<file path="src/rtl/pmem_ctrl.sv">
// Instruction fetch controller: assembles 16-bit instructions from a byte-wide
// program memory (two reads, little-endian) and serves repeats from a one-entry buffer.
module pmem_ctrl #(
    parameter int PC_WIDTH   = 12,
    parameter int PMEM_WIDTH = 16
) (
    input  logic                  clock,
    input  logic                  reset,
    input  logic                  in_req,
    input  logic [PC_WIDTH-1:0]   in_pmem_addr,
    input  logic                  in_flush,
    input  logic                  in_inval,
    output logic [PMEM_WIDTH-1:0] out_instr,
    output logic                  out_instr_valid,
    output logic                  out_stall,
    output logic                  out_mem_rd,
    output logic [PC_WIDTH-1:0]   out_mem_addr,
    input  logic [7:0]            in_mem_data
);

    typedef enum logic [1:0] {
        IDLE = 2'd0,
        LO   = 2'd1,
        HI   = 2'd2
    } state_t;

    state_t                  state;
    logic                    buf_valid;
    logic [PC_WIDTH-1:0]     buf_addr;
    logic [PMEM_WIDTH-1:0]   buf_instr;
    logic [7:0]              lo_reg;
    logic [PC_WIDTH-1:0]     addr_reg;
    logic [PC_WIDTH-1:0]     addr_hold;
    logic [PC_WIDTH-1:0]     aligned_addr;
    logic [PC_WIDTH-1:0]     rd_addr;
    logic                    hit;
    logic                    unused_addr_lsb;

    assign aligned_addr    = {in_pmem_addr[PC_WIDTH-1:1], 1'b0};
    assign unused_addr_lsb = in_pmem_addr[0];
    assign hit = (state == IDLE) && in_req && buf_valid && (buf_addr == aligned_addr);

    // Read strobe and stall are combinational; the address falls back to the
    // last issued one so the memory bus stays quiet between fetches.
    always_comb begin
        out_mem_rd = 1'b0;
        out_stall  = 1'b0;
        rd_addr    = addr_hold;
        if (reset && !in_flush) begin
            case (state)
                IDLE: begin
                    if (in_req && !hit) begin
                        out_mem_rd = 1'b1;
                        out_stall  = 1'b1;
                        rd_addr    = aligned_addr;
                    end
                end
                LO: begin
                    out_mem_rd = 1'b1;
                    out_stall  = 1'b1;
                    // addr_reg is always even, so setting bit 0 is the +1 without a carry
                    rd_addr    = {addr_reg[PC_WIDTH-1:1], 1'b1};
                end
                HI: begin
                    out_stall = 1'b1;
                end
                default: ;
            endcase
        end
        out_mem_addr = rd_addr;
    end

    always_ff @(posedge clock or negedge reset) begin
        if (!reset) begin
            state           <= IDLE;
            out_instr       <= '0;
            out_instr_valid <= 1'b0;
            buf_valid       <= 1'b0;
            buf_addr        <= '0;
            buf_instr       <= '0;
            lo_reg          <= '0;
            addr_reg        <= '0;
            addr_hold       <= '0;
        end else begin
            out_instr_valid <= 1'b0;
            if (out_mem_rd)
                addr_hold <= rd_addr;
            if (in_flush) begin
                state <= IDLE;
            end else begin
                case (state)
                    IDLE: begin
                        if (hit) begin
                            out_instr       <= buf_instr;
                            out_instr_valid <= 1'b1;
                        end else if (in_req) begin
                            addr_reg <= aligned_addr;
                            state    <= LO;
                        end
                    end
                    LO: begin
                        lo_reg <= in_mem_data;
                        state  <= HI;
                    end
                    HI: begin
                        out_instr       <= {in_mem_data, lo_reg};
                        out_instr_valid <= 1'b1;
                        buf_valid       <= 1'b1;
                        buf_addr        <= addr_reg;
                        buf_instr       <= {in_mem_data, lo_reg};
                        state           <= IDLE;
                    end
                    default: state <= IDLE;
                endcase
            end
            // Invalidate wins over a buffer fill landing in the same cycle
            if (in_inval)
                buf_valid <= 1'b0;
        end
    end

endmodule

</file>
<file path="config.mk">
export PLATFORM = sky130hd
export DESIGN_NAME = pmem_ctrl
export DESIGN_NICKNAME = d
export VERILOG_FILES = /design/src/rtl/pmem_ctrl.sv
export SDC_FILE = /design/constraint.sdc
export NUM_CORES = 1
export LEC_CHECK = 0
export BUFFER_PORTS_ARGS = -buffer_cell sky130_fd_sc_hd__buf_4
export CORE_UTILIZATION = 61
export CTS_BUF_LIST = sky130_fd_sc_hd__clkbuf_8 sky130_fd_sc_hd__clkbuf_16
export DETAILED_ROUTE_END_ITERATION = 10
export PLACE_DENSITY_LB_ADDON = 0.08
export SLEW_MARGIN = 5
export SYNTH_ARGS = -nofsm -noshare
export SYNTH_HDL_FRONTEND = slang
export SYNTH_SLANG_ARGS = --single-unit
</file>
<file path="constraint.sdc">
create_clock -name clock -period 5.4 [get_ports clock]
set_input_delay 0.27 -clock clock [delete_from_list [all_inputs] [get_ports clock]]
set_output_delay 0.27 -clock clock [all_outputs]
set_load 0.01 [all_outputs]
</file>
### Yosys cells after proc, flatten, opt, wreduce, memory -nomap -nowiden

Cells that the tools add are included.

* register bits after elaboration: 78
* output and inout bits: 31
* logic and storage cells: 55

* eq/ne operators: 7
* muxes and demuxes: 20
* bitwise logic cells: 2
* reduce and logical (&&, ||, !) cells: 17

Operator list (number)
* case mux 16 bit (2 select lines): 1
* 2-to-1 mux 12 bit: 2
* case mux 12 bit (2 select lines): 1
* 2-to-1 mux 16 bit: 1
* equality test 11 bit: 1
* 2-to-1 mux 1 bit: 8
* AND reduction 2 bit: 4
* 2-to-1 mux 2 bit: 3
* != test 3 bit (second input constant): 2
* case mux 1 bit (2 select lines): 3
* logical AND 1 bit: 5
* case mux 2 bit (2 select lines): 1
* AND reduction 4 bit: 1
* nonzero test 2 bit: 2
* AND reduction 3 bit: 1
* equality test 2 x 1 -> 1 bit (second input constant): 1
* equality test 2 bit (second input constant): 1
* zero test 1 bit: 2
* zero test 2 bit: 1
* != test 2 x 1 -> 1 bit (second input constant): 1
* != test 2 bit (second input constant): 1
* inverter 1 bit: 2
* OR reduction 2 bit: 1

### Longest topological paths before layout

* depth after elaboration: 9
* depth in mapped cells: 8
* mapped depth without buffers: 7

### Worst setup path before layout

OpenSTA, ideal clock, no wires.

* kind: reg-to-output
* from: reg state[0]
* to: out out_mem_addr[10]
* arrival time: 1.907 ns
* setup slack: 3.223 ns
* stages on the path, launching flop included: 9
* buffers on the path: 1
* cells stage by stage: dfrtp_1 -> inv_1 -> ha_1 -> nand3_1 -> nor4_1 -> nand3_1 -> buf_2 -> and3_1 -> a221o_1

* cells in the longest elaborated chain, start to end: 9
* elaborated cells on any way between the ends: 10
* those cells by class: eq/ne (1); mux (3); reduce/logical (6)

RTL lines
* start, declared: RTL line 27 `state_t state;`
* start signal, assigned: RTL line 75 `state <= IDLE;`
* start signal, assigned: RTL line 89 `state <= IDLE;`
* start signal, assigned: RTL line 98 `state <= LO;`
* zero test 2 bit: RTL line 41, 50
* logical AND 1 bit (3 in a row): RTL line 41 `assign hit = (state == IDLE) && in_req && buf_valid && (buf_addr == aligned_addr);`
* zero test 1 bit: RTL line 52 `if (in_req && !hit) begin`
* logical AND 1 bit: RTL line 52
* 2-to-1 mux 12 bit: RTL line 52
* case mux 12 bit (2 select lines) *: RTL line 50 `case (state)`
* 2-to-1 mux 12 bit *: RTL line 49 `if (reset && !in_flush) begin`
* end, declared: RTL line 17 `output logic [PC_WIDTH-1:0] out_mem_addr,`

Mark *: on every way between the ends. The rest lies on a longest branch, timed or not.

### Final worst setup path

* from: reg state[0]
* to: out out_mem_addr[11]

The elaborated chain is that of the path after synthesis.

==> results.py <==
metrics = {
    "hold_path": {
        "min-delay-start": "in_inval",
        "hp-class": "in2reg",
        "min_to": "buf_valid",
        "hold_depth": 2,
    },
    "clocking": {
        "numCtsBuffers": 9,
        "hold_buffers": 0,
        "clockRootBuffer": "clkbuf_8",
        "cts.sink_count": 78,
        "h-tree-depth": 3,
        "cts_tree": "yes",
        "post_cts_resized": 0,
        "clkLatencyLatePin_ps": 350,
        "path_clk_slew_ps": 80,
        "post_cts_buffers": 0,
        "cts_buffer_depth": 2,
    },
    "critical_path": {
        "end_kind": "output port",
        "cpLargestDelayFamily": "simple AND/OR/NAND/NOR gates",
        "crit_fanout": 15,
        "worst_path_most_repeated_cell": "nand3_1",
        "critPathSlowestCell": "nand3_1",
        "worst-path-buf-inv": 2,
        "cp.required_ps": 5130,
        "cp_slowest_stage_delay_ps": 530,
        "crit_path_cell_trace": "inv_1 > ha_1 > nand3_1 > nor4_1 > nand3_1 > and3_1 > a221o_1 > buf_4",
        "reg2reg_from": "state[0]",
        "crit_arrival_ps": 2940,
        "worstSetupPathType": "reg2out",
        "r2r_slack_ps": 2340,
        "worstRegToRegCells": 7,
        "cp-start-kind": "flop",
        "regToRegEndpoint": "out_instr[5]",
    },
    "timing": {
        "timing.final.max_slew_violations": 0,
        "finalHoldViolations": 0,
        "slew_headroom_pct": 24.0,
        "rsz0062_at_grt": "false",
        "fmax_mhz": 312,
        "whs_ps": 61.7,
        "finalCritPeriodShare_pct": 59.4,
        "fin_tns_setup_ps": 0,
        "finalSetupViolCount": 0,
        "finalClockSkew_ps": 10.3,
        "worstMarginPinSlew_ps": 1140,
        "period_minus_slack_ps": 3210,
    },
    "die": {
        "core-area_sq_um": 5610,
        "fp.dieH_um": 78.9,
        "start_util_pct": 64.3,
        "die_width_um": 78.9,
        "ioPinCount": 56,
        "dieArea_sq_um": 6220,
        "rows": 27,
    },
    "synthesis": {
        "netlist_area_sq_um": 3610,
        "syn_nets": 303,
        "yosysWarnings": 0,
        "synth.distinct_cells": 28,
        "seq_area_frac_synth_pct": 54.1,
        "avgSynthCellArea_sq_um": 13.2,
        "synth_top_area_share_pct": 54.1,
        "ys_ff_latch": 78,
        "synth_top_area_cell": "dfrtp_1",
        "synth_cells": 274,
        "synth_area_leaders": "dfrtp_1 54%, mux2_2 16%, a221o_1 6.1%",
    },
    "placed_design": {
        "portBuffers": 54,
        "placed_area_sq_um": 4050,
        "hpwlAfterDp_um": 4510,
        "place_congestion": 0.775,
    },
    "run": {
        "drv_cap": 0,
    },
    "power": {
        "powerDensity_nw_per_um2": 433,
        "p_leak_nw": 2.04,
        "ir_worst_vdd_uv": 310,
    },
    "drt": {
        "vias": 2368,
        "drtAntennaViolNets": 0,
        "drtPass1Iterations": 4,
        "drc": 0,
        "drt_iter0_drc": 158,
        "routed_wl_um": 6870,
        "via_per_inst": 5.86,
        "wl_per_cell_um": 17.0,
    },
    "cells_and_area": {
        "synthToLayoutAreaGrowth_pct": 16.6,
        "antennaDiodeCount": 0,
        "design_area_sq_um": 4210,
        "reg_top3": "buf_instr: 16 flops, out_instr: 16 flops, addr_hold: 12 flops",
        "drive_above_1_share_pct": 39.8,
        "layout.nets": 356,
        "n_fill_cell": 415,
    },
    "global_route": {
        "groute.usage.overall_pct": 24.7,
        "overflow": 0,
        "grt_max_degree": 81,
        "antenna_found_initial": 0,
        "grt_pass1_wl_um": 11500,
        "first_global_vias": 2283,
    },
    "outcome": {
        "outcome": "completed",
    },
}
[layout by cell type, fill, tap and decap left out, types with 4 or more instances in the layout]
cell type / count
a221o_1: 22
and3_1: 11
buf_4: 57
clkbuf_8: 9
dfrtp_1: 78
ha_1: 4
inv_1: 6
mux2_1: 10
mux2_2: 50
mux2_4: 10
nand2_1: 26
nand2b_1: 4
nor2_1: 7
nor4_1: 6
xor2_1: 11
[worst max-delay path by stage]
stage               cells after the start  slack (ps)               end     start
floorplan                               8        3220  out_mem_addr[10]  state[0]
global placement                        7        2440      out_instr[2]  state[0]
detailed placement                      7        2340      out_instr[2]  state[0]
CTS                                     8        2200  out_mem_addr[11]  state[0]
finish                                  8        2190  out_mem_addr[11]  state[0]
global route                            8        2030  out_mem_addr[11]  state[0]
[metrics by stage]
step	std cells	setup slack (ps)	util, %	power [mW]
after floorplan	274	3220	-	1.26
after global placement	388	2440	72.2	1.44
after detailed placement	388	2340	72.2	1.47
after CTS	404	2200	75.0	1.83
after global routing	404	2030	75.0	1.93
final	404	2190	75.0	1.82
[layer usage]
layer  share of wire, %  global-route usage, %  wire, um  vias up
met5                  0                      0         0        -
met4                1.7                   10.4       116        0
met3                4.0                   4.48       276        8
met2                 45                   36.9      3100       61
met1                 49                   35.6      3380     1194
li1                   -                      -         -     1105
[kinds of logic (layout without fill, tap and decap cells)]
group	Yosys count	count (layout)	synth area share [%]
compound gates	31	31	7.91
xor+xnor	11	11	2.67
fa+ha+maj	4	4	1.39
buf+inv	18	76	2.53
flops	78	78	54.1
mux	71	71	23.2
simple gates	61	61	8.19
[cell usage after synthesis]
master and number:
dfrtp_1 78, mux2_2 50, nand2_1 26, a221o_1 22
and3_1 11, xor2_1 11, mux2_1 10, mux2_4 10
nor2_1 7, buf_2 6, clkbuf_1 6, nor4_1 6
ha_1 4, nand2b_1 4, nor2b_1 4, inv_1 3
a21o_1 2, a21oi_1 2, buf_1 2, nand3_1 2
a21oi_4 1, a31oi_1 1, buf_12 1, mux2i_1 1
nor3_1 1, o21ai_0 1, o21ai_1 1, o21bai_1 1
[report_power, final]
group	switching, mW	internal, mW	leakage (nW)
clock	0.206	0.160	0.0965
sequential	0.122	0.782	0.980
combinational	0.213	0.337	0.967
[layout make-up]
class / count / area, sq um / area share (%)
sequential: 78 / 1950 / 46.4
multi-input combinational: 178 / 1570 / 37.2
timing repair buffer: 57 / 428 / 10.2
clock buffer: 9 / 124 / 2.95
tap: 72 / 90.1 / 2.14
clock inverter: 7 / 35.0 / 0.833
inverter: 3 / 11.3 / 0.268
Power figures use the tool's default switching activity.
